### config.mk
export PLATFORM = sky130hd
export DESIGN_NAME = framebuffer_fetch
export DESIGN_NICKNAME = d
export VERILOG_FILES = /design/src/rtl/matrix_pkg.sv /design/src/rtl/bitplane_select.sv /design/src/rtl/framebuffer_fetch.sv
export SDC_FILE = /design/constraint.sdc
export NUM_CORES = 1
export LEC_CHECK = 0
export BUFFER_PORTS_ARGS = -buffer_cell sky130_fd_sc_hd__buf_2
export CORE_MARGIN = 3
export CORE_UTILIZATION = 50
export DETAILED_ROUTE_END_ITERATION = 8
export GPL_TIMING_DRIVEN = 0
export PLACE_DENSITY = 0.81
export SLEW_MARGIN = 20
export SYNTH_ARGS = -nofsm -noshare
export SYNTH_HDL_FRONTEND = slang
export SYNTH_SLANG_ARGS = --single-unit
### constraint.sdc
create_clock -name clk_in -period 1.75 [get_ports clk_in]
set_input_delay 0.175 -clock clk_in [delete_from_list [all_inputs] [get_ports clk_in]]
set_output_delay 0.175 -clock clk_in [all_outputs]
set_load 0.01 [all_outputs]
### src/rtl/matrix_pkg.sv
// Shared definitions for the LED-matrix pipeline: geometry, pixel word layout,
// framebuffer half select and the fetch FSM encoding.
package matrix_pkg;

    localparam int COL_BITS   = 6;
    localparam int ROW_BITS   = 4;
    localparam int CHAN_WIDTH = 6;

    localparam int WORD_BITS = 3 * CHAN_WIDTH;
    localparam int ADDR_BITS = 1 + ROW_BITS + COL_BITS;

    // Pixel word is {R, G, B} with R in the MSBs.
    localparam int R_MSB = 3 * CHAN_WIDTH - 1;
    localparam int R_LSB = 2 * CHAN_WIDTH;
    localparam int G_MSB = 2 * CHAN_WIDTH - 1;
    localparam int G_LSB = CHAN_WIDTH;
    localparam int B_MSB = CHAN_WIDTH - 1;
    localparam int B_LSB = 0;

    localparam logic HALF_TOP = 1'b0;
    localparam logic HALF_BOT = 1'b1;

    typedef logic [2:0] fetch_state_t;

    localparam fetch_state_t FETCH_IDLE     = 3'd0;
    localparam fetch_state_t FETCH_TOP_REQ  = 3'd1;
    localparam fetch_state_t FETCH_TOP_WAIT = 3'd2;
    localparam fetch_state_t FETCH_BOT_REQ  = 3'd3;
    localparam fetch_state_t FETCH_BOT_WAIT = 3'd4;
    localparam fetch_state_t FETCH_COMPOSE  = 3'd5;

    typedef struct packed {
        logic [ROW_BITS-1:0]   row;
        logic [COL_BITS-1:0]   col;
        logic [CHAN_WIDTH-1:0] mask;
    } fetch_req_t;

    function automatic logic [ADDR_BITS-1:0] fb_addr(
        input logic                half,
        input logic [ROW_BITS-1:0] row,
        input logic [COL_BITS-1:0] col
    );
        return {half, row, col};
    endfunction

endpackage

### src/rtl/bitplane_select.sv
// Reduces one {R, G, B} pixel word to a single bit per channel for the
// bit-plane currently being shown.
module bitplane_select
    import matrix_pkg::*;
(
    input  logic [WORD_BITS-1:0]  word_i,
    input  logic [CHAN_WIDTH-1:0] mask_i,
    output logic [2:0]            rgb_o
);

    logic [CHAN_WIDTH-1:0] red;
    logic [CHAN_WIDTH-1:0] green;
    logic [CHAN_WIDTH-1:0] blue;

    assign red   = word_i[R_MSB:R_LSB];
    assign green = word_i[G_MSB:G_LSB];
    assign blue  = word_i[B_MSB:B_LSB];

    // A multi-hot mask ORs the selected planes; an empty mask yields 0.
    assign rgb_o = {|(red & mask_i), |(green & mask_i), |(blue & mask_i)};

endmodule

### src/rtl/framebuffer_fetch.sv
// On each pixel-load rising edge, reads the top- and bottom-half pixels from a
// single-port framebuffer and drives one bit-plane of each onto rgb1/rgb2.
module framebuffer_fetch
    import matrix_pkg::*;
#(
    parameter int RAM_LATENCY = 1
) (
    input  logic                  clk_in,
    input  logic                  reset,
    input  logic                  clk_pixel_load,
    input  logic [COL_BITS-1:0]   column_address,
    input  logic [ROW_BITS-1:0]   row_address,
    input  logic [CHAN_WIDTH-1:0] brightness_mask,
    output logic [ADDR_BITS-1:0]  ram_addr,
    output logic                  ram_rd_en,
    input  logic [WORD_BITS-1:0]  ram_rd_data,
    output logic [2:0]            rgb1,
    output logic [2:0]            rgb2,
    output logic                  pixel_valid,
    output logic                  overrun
);

    // Last WAIT cycle; the read word is sampled at the end of it.
    localparam logic [1:0] WAIT_LAST = 2'(RAM_LATENCY - 1);

    fetch_state_t          state_q, state_d;
    logic                  load_prev_q;
    logic                  load_rise;
    fetch_req_t            req_q, req_d;
    logic [1:0]            wait_cnt_q, wait_cnt_d;
    logic [WORD_BITS-1:0]  top_word_q, top_word_d;
    logic [WORD_BITS-1:0]  bot_word_q, bot_word_d;
    logic [ADDR_BITS-1:0]  ram_addr_q, ram_addr_d;
    logic                  ram_rd_en_q, ram_rd_en_d;
    logic [2:0]            rgb1_q, rgb1_d;
    logic [2:0]            rgb2_q, rgb2_d;
    logic                  pixel_valid_q, pixel_valid_d;
    logic                  overrun_q, overrun_d;
    logic [2:0]            top_rgb;
    logic [2:0]            bot_rgb;

    assign load_rise = clk_pixel_load & ~load_prev_q;

    bitplane_select u_sel_top (
        .word_i (top_word_q),
        .mask_i (req_q.mask),
        .rgb_o  (top_rgb)
    );

    bitplane_select u_sel_bot (
        .word_i (bot_word_q),
        .mask_i (req_q.mask),
        .rgb_o  (bot_rgb)
    );

    always_comb begin
        state_d       = state_q;
        req_d         = req_q;
        wait_cnt_d    = wait_cnt_q;
        top_word_d    = top_word_q;
        bot_word_d    = bot_word_q;
        ram_addr_d    = ram_addr_q;
        ram_rd_en_d   = 1'b0;
        rgb1_d        = rgb1_q;
        rgb2_d        = rgb2_q;
        pixel_valid_d = 1'b0;
        overrun_d     = overrun_q;

        // Fetches are never queued: any rise outside IDLE is lost and flagged.
        if (load_rise && (state_q != FETCH_IDLE)) begin
            overrun_d = 1'b1;
        end

        case (state_q)
            FETCH_IDLE: begin
                if (load_rise) begin
                    req_d.row   = row_address;
                    req_d.col   = column_address;
                    req_d.mask  = brightness_mask;
                    ram_addr_d  = fb_addr(HALF_TOP, row_address, column_address);
                    ram_rd_en_d = 1'b1;
                    state_d     = FETCH_TOP_REQ;
                end
            end
            FETCH_TOP_REQ: begin
                wait_cnt_d = 2'd0;
                state_d    = FETCH_TOP_WAIT;
            end
            FETCH_TOP_WAIT: begin
                if (wait_cnt_q == WAIT_LAST) begin
                    top_word_d  = ram_rd_data;
                    ram_addr_d  = fb_addr(HALF_BOT, req_q.row, req_q.col);
                    ram_rd_en_d = 1'b1;
                    state_d     = FETCH_BOT_REQ;
                end else begin
                    wait_cnt_d = wait_cnt_q + 2'd1;
                end
            end
            FETCH_BOT_REQ: begin
                wait_cnt_d = 2'd0;
                state_d    = FETCH_BOT_WAIT;
            end
            FETCH_BOT_WAIT: begin
                if (wait_cnt_q == WAIT_LAST) begin
                    bot_word_d = ram_rd_data;
                    state_d    = FETCH_COMPOSE;
                end else begin
                    wait_cnt_d = wait_cnt_q + 2'd1;
                end
            end
            FETCH_COMPOSE: begin
                rgb1_d        = top_rgb;
                rgb2_d        = bot_rgb;
                pixel_valid_d = 1'b1;
                state_d       = FETCH_IDLE;
            end
            default: begin
                state_d = FETCH_IDLE;
            end
        endcase
    end

    always_ff @(posedge clk_in) begin
        if (reset) begin
            state_q       <= FETCH_IDLE;
            load_prev_q   <= 1'b0;
            req_q         <= '0;
            wait_cnt_q    <= 2'd0;
            top_word_q    <= '0;
            bot_word_q    <= '0;
            ram_addr_q    <= '0;
            ram_rd_en_q   <= 1'b0;
            rgb1_q        <= 3'd0;
            rgb2_q        <= 3'd0;
            pixel_valid_q <= 1'b0;
            overrun_q     <= 1'b0;
        end else begin
            state_q       <= state_d;
            load_prev_q   <= clk_pixel_load;
            req_q         <= req_d;
            wait_cnt_q    <= wait_cnt_d;
            top_word_q    <= top_word_d;
            bot_word_q    <= bot_word_d;
            ram_addr_q    <= ram_addr_d;
            ram_rd_en_q   <= ram_rd_en_d;
            rgb1_q        <= rgb1_d;
            rgb2_q        <= rgb2_d;
            pixel_valid_q <= pixel_valid_d;
            overrun_q     <= overrun_d;
        end
    end

    assign ram_addr    = ram_addr_q;
    assign ram_rd_en   = ram_rd_en_q;
    assign rgb1        = rgb1_q;
    assign rgb2        = rgb2_q;
    assign pixel_valid = pixel_valid_q;
    assign overrun     = overrun_q;

endmodule

==> reports/results.ini, run 1 <==
[finish]
area_growth_pct=20.6
diodes=0
layout_commonest_cell=dfxtp_1
fill_cells=507
stdcell_area_mm2=0.00395
mostFrequentLayoutCells=dfxtp_1 (76), nand2_1 (74), buf_2 (62)
drive_above_1_share=0.240
nNetsFinal=491

[floorplanning]
core_mm2=0.00613
rows=28
pin_count=57
die_h_um=86.9
start_util=0.534
die_area_mm2=0.00755
die_w_um=86.9

[setup_path]
rr_worst_depth=5
crit_path_start=state_q[1]
critPathKind=reg -> reg
r2r_setup_slack_ns=0.06
required_ns=1.98
worst_setup_path_end_kind=flop
worst_setup_path_start_kind=flop
r2r-start=state_q[1]
critPathArrivalTime_ns=1.92
r2r-end=ram_addr[5]
crit_fanout=10

[clocking]
path_clk_slew_ns=0.08
cts_buffers=9
h-tree-depth=3
cts_tree=done
clkSinkCount=78
ctsLongestPathBuffers=2
worst_skew_pair.late_latency_ns=0.36
clock-root-buffer=clkbuf_8

[power_and_ir_drop]
switching_share=0.299
pwr_density_cell_mw_per_mm2=1130
power_frac_seq=0.461
combPwrFrac=0.208
power_switching_w=0.00133
leakage_nw=1.46
clock_power_share=0.331
intPower_w=0.00312
irDropWorstVdd_mv=0.572

[timing]
finalCriticalPeriod_ns=1.69
min_period_over_period=0.966
finalHoldViolCount=0
fin_skew_ns=0.00850
worst_pin_slew_ns=0.615
slew_viol_final=0
relSlewSlack=0.590
setup_viol=0
fmax_ghz=0.591
hold_slack_ns=0.0544

[yosys]
ys_warn_count=0
ys_seq_area_frac=0.477
syn_inst=386
yosysTopAreaCellShare=0.477
synth_area_mm2=0.00327
yosysUniqueCellTypes=36
synthTopCellsByArea=dfxtp_1 (48%), a21oi_1 (8.7%), nand2_1 (8.5%), a211oi_1 (4.8%), mux2_2 (3.4%)
ys_ff_latch=78
syn_nets=424
yosysTopAreaCell=dfxtp_1
avgSynthCellArea_um2=8.48

[worst_hold_path]
hold_depth=3
holdPathEnd=top_word_q[14]
holdCritPathClass=in -> reg
hp-start=ram_rd_data[14]

[global_routing]
grt_max_degree=20
grt_pass1_vias=2863
grt-ovfl-total=0
grt_pass1_wl_um=13700
grt_antenna_before_repair=0
grt_usage=0.238

[place]
dp_hpwl_um=5880
post_dp_cell_area_mm2=0.00364
numPortBuffers=55
gp_congestion=0.859

[status]
status=finished, final reports clean

[route]
ant_nets=0
routed_wl_um=8780
drtIter0Drc=219
met3_length_um=570
wl_met2_um=4130
firstDrtPassIters=5
num_vias=3086
dr.max_layer_used=met4
wire_per_inst_um=16.5
met1_length_um=3900
vias_per_cell=5.79
post-route-drc-count=0

[run]
cap_viol_max_count=0

## critical path, cell delays in order, from the launching register on
cell and delay, ns:
dfxtp_1 0.39, clkbuf_4 0.24, buf_4 0.23, mux2_2 0.35, a211oi_1 0.26, a211oi_1 0.08
## metrics by stage
stage | cells | setup WS [ns] | power, W | utilization | TNS (ns)
floorplan | 386 | 0.0905 | 0.00265 | - | 0
CTS | 529 | 0.000794 | 0.00438 | 0.630 | 0
global route | 533 | -0.00962 | 0.00464 | 0.643 | -0.0187
global placement | 516 | -0.281 | 0.00292 | 0.594 | -3.37
detailed placement | 516 | -0.334 | 0.00294 | 0.594 | -4.76
finish | 533 | 0.0593 | 0.00445 | 0.643 | 0
## worst max path at each step
stage               cells after the start        endpoint
finish                                  5     ram_addr[5]
CTS                                     8  bot_word_q[10]
global placement                        8   bot_word_q[9]
floorplan                               8  bot_word_q[10]
detailed placement                      8  bot_word_q[10]
global route                            8   bot_word_q[9]
## sequential cells by signal, summed over array words and instances, names as in the netlist
name / flops
overrun: 1
pixel_valid: 1
rgb1: 3
ram_addr: 11
load_prev_q: 1
ram_rd_en: 1
top_word_q: 18
state_q: 3
req_q: 16
wait_cnt_q: 2
bot_word_q: 18
rgb2: 3
## metal layers
layer / up-vias / track usage
met5: - / 0
met3: 15 / 0.0587
met4: 0 / 0.118
met2: 105 / 0.353
li1: 1501 / -
met1: 1465 / 0.322
## cells by family after synthesis
logic type,Yosys count,share of synthesized area
DFF,78,0.477
xor gates and xnor gates,1,0.00268
muxes,10,0.0344
AOI/OAI and AO/OA,128,0.244
and+or+nand+nor,120,0.172
adders and majority gates,1,0.00382
buffers and inverters,48,0.0654
## cells in the mapped netlist
cell and n:
a22oi_1 6, o21bai_1 1, clkbuf_1 19, buf_4 1, and3b_1 1, or2_2 1, buf_2 12, nand3b_1 2
or3b_1 1, nor3b_4 1, a21oi_1 57, xnor2_1 1, mux2_2 10, nand2_1 74, nor2b_1 4, a221oi_1 6
a311oi_1 8, o211ai_1 2, nor4b_1 1, a21o_1 2, inv_1 14, buf_6 2, and2_1 1, a22o_1 6
o21ai_0 18, nor3b_1 1, dfxtp_1 78, a211o_1 1, nand3_1 16, a211oi_1 21, ha_1 1, nor2_1 10
nand4bb_1 2, or4b_1 1, nor4bb_1 2, nor3_1 2
## layout make-up
class | instances | area (um2) | share of cell area
clock inverters | 6 | 86.3 | 0.0219
repair buffers | 59 | 305 | 0.0774
clock buffers | 10 | 128 | 0.0324
flip-flops and latches | 78 | 1560 | 0.396
inverters | 14 | 52.6 | 0.0133
plain buffers | 31 | 179 | 0.0454
well taps | 75 | 93.8 | 0.0238
multi-input cells | 260 | 1540 | 0.389
## timing repair
action	4_1_cts	5_1_grt
gates resized for setup	7	21
pin swaps	0	1
hold buffers	0	0
endpoints found under the setup margin	30	53
gates cloned	0	1
buffers inserted	0	3
## power groups by stage
stage | sequential (W) | clock (W) | combinational (W)
after floorplan | 0.00209 | 0 | 0.000561
after global placement | 0.00208 | 0 | 0.000841
after detailed placement | 0.00208 | 0 | 0.000856
after CTS | 0.00204 | 0.00147 | 0.000867
after global routing | 0.00207 | 0.00156 | 0.00100
final | 0.00205 | 0.00147 | 0.000925
(Power assumes the default switching activity.)
==> run 2, diff against run 1 <==
--- a/config.mk
+++ b/config.mk
@@ -10,8 +10,10 @@
 export CORE_UTILIZATION = 50
 export DETAILED_ROUTE_END_ITERATION = 8
 export GPL_TIMING_DRIVEN = 0
-export PLACE_DENSITY = 0.81
+export PLACE_DENSITY = 0.73
+export SKIP_LAST_GASP = 1
 export SLEW_MARGIN = 20
 export SYNTH_ARGS = -nofsm -noshare
 export SYNTH_HDL_FRONTEND = slang
 export SYNTH_SLANG_ARGS = --single-unit
+export TNS_END_PERCENT = 10
==> run 2 against run 1 <==
Compared with the run above:
- maximum frequency decreased by 1.4%
- clock power down 9.5%
- first-iteration DRC count is 21% higher
- core utilization shrank 0.24 points
- worst hold slack better by 0.011 ns
- sequential power barely moved
- routed wire length increased by 0.63%
- critical path type unchanged
- largest power group unchanged
- highest routed layer unchanged
==> reports/results.ini, run 2 (synthesized netlist as in run 1, its figures left out) <==
[status]
status=finished, final reports clean

[floorplanning]
rows=28  ; unchanged
pin_count=57  ; unchanged
die_h_um=86.9  ; unchanged
die_w_um=86.9  ; unchanged
core_mm2=0.00613  ; unchanged
start_util=0.534  ; unchanged
die_area_mm2=0.00755  ; unchanged

[setup_path]
critPathArrivalTime_ns=1.97  ; +0.05 ns
cpMaxStageDelayCell=dfxtp_1
required_ns=2.00  ; +0.02 ns
max_stage_delay_ns=0.39  ; about the same
worst_setup_path_start_kind=flop
critPathKind=reg -> reg
worst_setup_path_end_kind=flop
crit_fanout=10  ; unchanged
cp_top_family=compound AO/OA/AOI/OAI gates
crit_buf_inv=1  ; -1
cp_cell_sequence=or2_2 > clkbuf_1 > a211o_1 > a311oi_2

[timing]
setup_viol=0  ; unchanged
min_period_over_period=0.980  ; +0.0135
fin_tns_setup_ns=0  ; unchanged
relSlewSlack=0.614  ; +0.0241
slew_viol_final=0  ; unchanged
finalCriticalPeriod_ns=1.71  ; +0.0237 ns
worst_pin_slew_ns=0.579  ; -0.0361 ns
rsz0062_at_grt=yes
fin_skew_ns=0.00674  ; -0.00176 ns
fmax_ghz=0.583  ; -1.4%
finalHoldViolCount=0  ; unchanged

[route]
post-route-drc-count=0  ; unchanged
routed_wl_um=8840  ; +0.63%
ant_nets=0  ; unchanged
firstDrtPassIters=4  ; -1
vias_per_cell=5.74  ; -0.83%
drtIter0Drc=265  ; +21%
num_vias=3072  ; -0.45%
wire_per_inst_um=16.5  ; +0.25%

[clocking]
path_clk_slew_ns=0.08  ; about the same
cts_buffers=9  ; unchanged
worst_skew_pair.late_latency_ns=0.35  ; about the same
clkSinkCount=78  ; unchanged
cts_tree=done
ctsLongestPathBuffers=2  ; unchanged
h-tree-depth=3  ; unchanged
clock-root-buffer=clkbuf_8
hold_buffers=0  ; unchanged

[place]
placed_cells_incl_taps=516  ; unchanged
dp_hpwl_um=6060  ; +3.1%
numPortBuffers=55  ; unchanged
gp_congestion=0.843  ; -1.9%

[global_routing]
grtUsageMet2=0.357  ; +0.00414
gr-usage-met3=0.0681  ; +0.00946
grt_antenna_before_repair=0  ; unchanged
grt_pass1_wl_um=13900  ; +1.5%
grt_usage=0.243  ; +0.00497
grt_max_degree=20  ; unchanged
grt.busiest_layer=met2
grt_pass1_vias=2772  ; -3.2%
grt_use_met1=0.346  ; +0.0248
grt-ovfl-total=0  ; unchanged

[finish]
fill_cells=545  ; +7.5%
nNetsFinal=493  ; +0.41%
drive_above_1_share=0.241  ; +0.00113
area_growth_pct=20.1
fin_cells=535  ; +0.38%
post-route-util=0.641  ; -0.00245
mostFrequentLayoutCells=dfxtp_1 (77), nand2_1 (74), buf_2 (61)
diodes=0  ; unchanged
layout_commonest_cell=dfxtp_1
reg_top3=bot_word_q (18), top_word_q (18), req_q (16)

[power_and_ir_drop]
pwr_density_cell_mw_per_mm2=1100  ; -2.6%
leakage_nw=1.46  ; about the same
finalPower_w=0.00431  ; -3.0%
irDropWorstVdd_mv=0.812  ; +42%

[worst_hold_path]
holdCritPathClass=in -> reg

[run]
cap_viol_max_count=0  ; unchanged

-- run 2: changes by cell type in the layout (fill, tap and decap cells not counted), sizes merged --
cell	change
buf	+1
bufinv	-1
clkbuf	+4
clkinvlp	-1
clkinv	-1
-- run 2: layout make-up --
class                   instances  area (um2)  area share
plain buffers                  32         185      0.0471
clock buffers                  13         149      0.0379
clock inverters                 3        43.8      0.0111
inverters                      14        52.6      0.0134
multi-input cells             260        1530       0.389
flip-flops and latches         78        1560       0.398
well taps                      75        93.8      0.0239
repair buffers                 60         313      0.0796
-- run 2: final timing paths --
kind	end	slack, ns	depth (start not counted)	start
max	wait_cnt_q[1]	0.04	4	state_q[2]
min	top_word_q[10]	0.06	3	ram_rd_data[10]
max reg2reg	wait_cnt_q[1]	0.04	4	state_q[2]
min reg2reg	overrun	0.45	2	overrun
-- run 2: where the power goes --
| group | internal (W) | total [W] | switching, W |
|---|---|---|---|
| Sequential | 0.00194 | 0.00205 | 0.000114 |
| Combinational | 0.000387 | 0.000930 | 0.000543 |
| Clock | 0.000701 | 0.00133 | 0.000633 |
-- run 2: per-layer routing --
metal	share of wire	wire length, um
met3	0.058	511
met1	0.46	4080
met4	0.014	128
met5	0	0
met2	0.47	4120
-- run 2: tightest hold or removal path, stage by stage --
cell     delay [ns]
buf_2          0.10
nand2_1        0.05
a21oi_1        0.05
-- run 2: stage by stage --
step | worst slack [ns] | hold slack (ns) | cell area (um2)
after floorplan | 0.0905 | 0.303 | 3270
after global placement | -0.312 | 0.427 | 3640
after detailed placement | -0.407 | 0.435 | 3640
after CTS | -0.0443 | 0.0586 | 3860
after global routing | -0.0391 | 0.0541 | 3930
final | 0.0356 | 0.0649 | 3930
-- run 2: repair_timing --
action	4_1_cts	5_1_grt
gates cloned	0	0
endpoints found under the setup margin	32	50
resized for setup	9	15
setup buffers	1	4
pin swaps	0	3
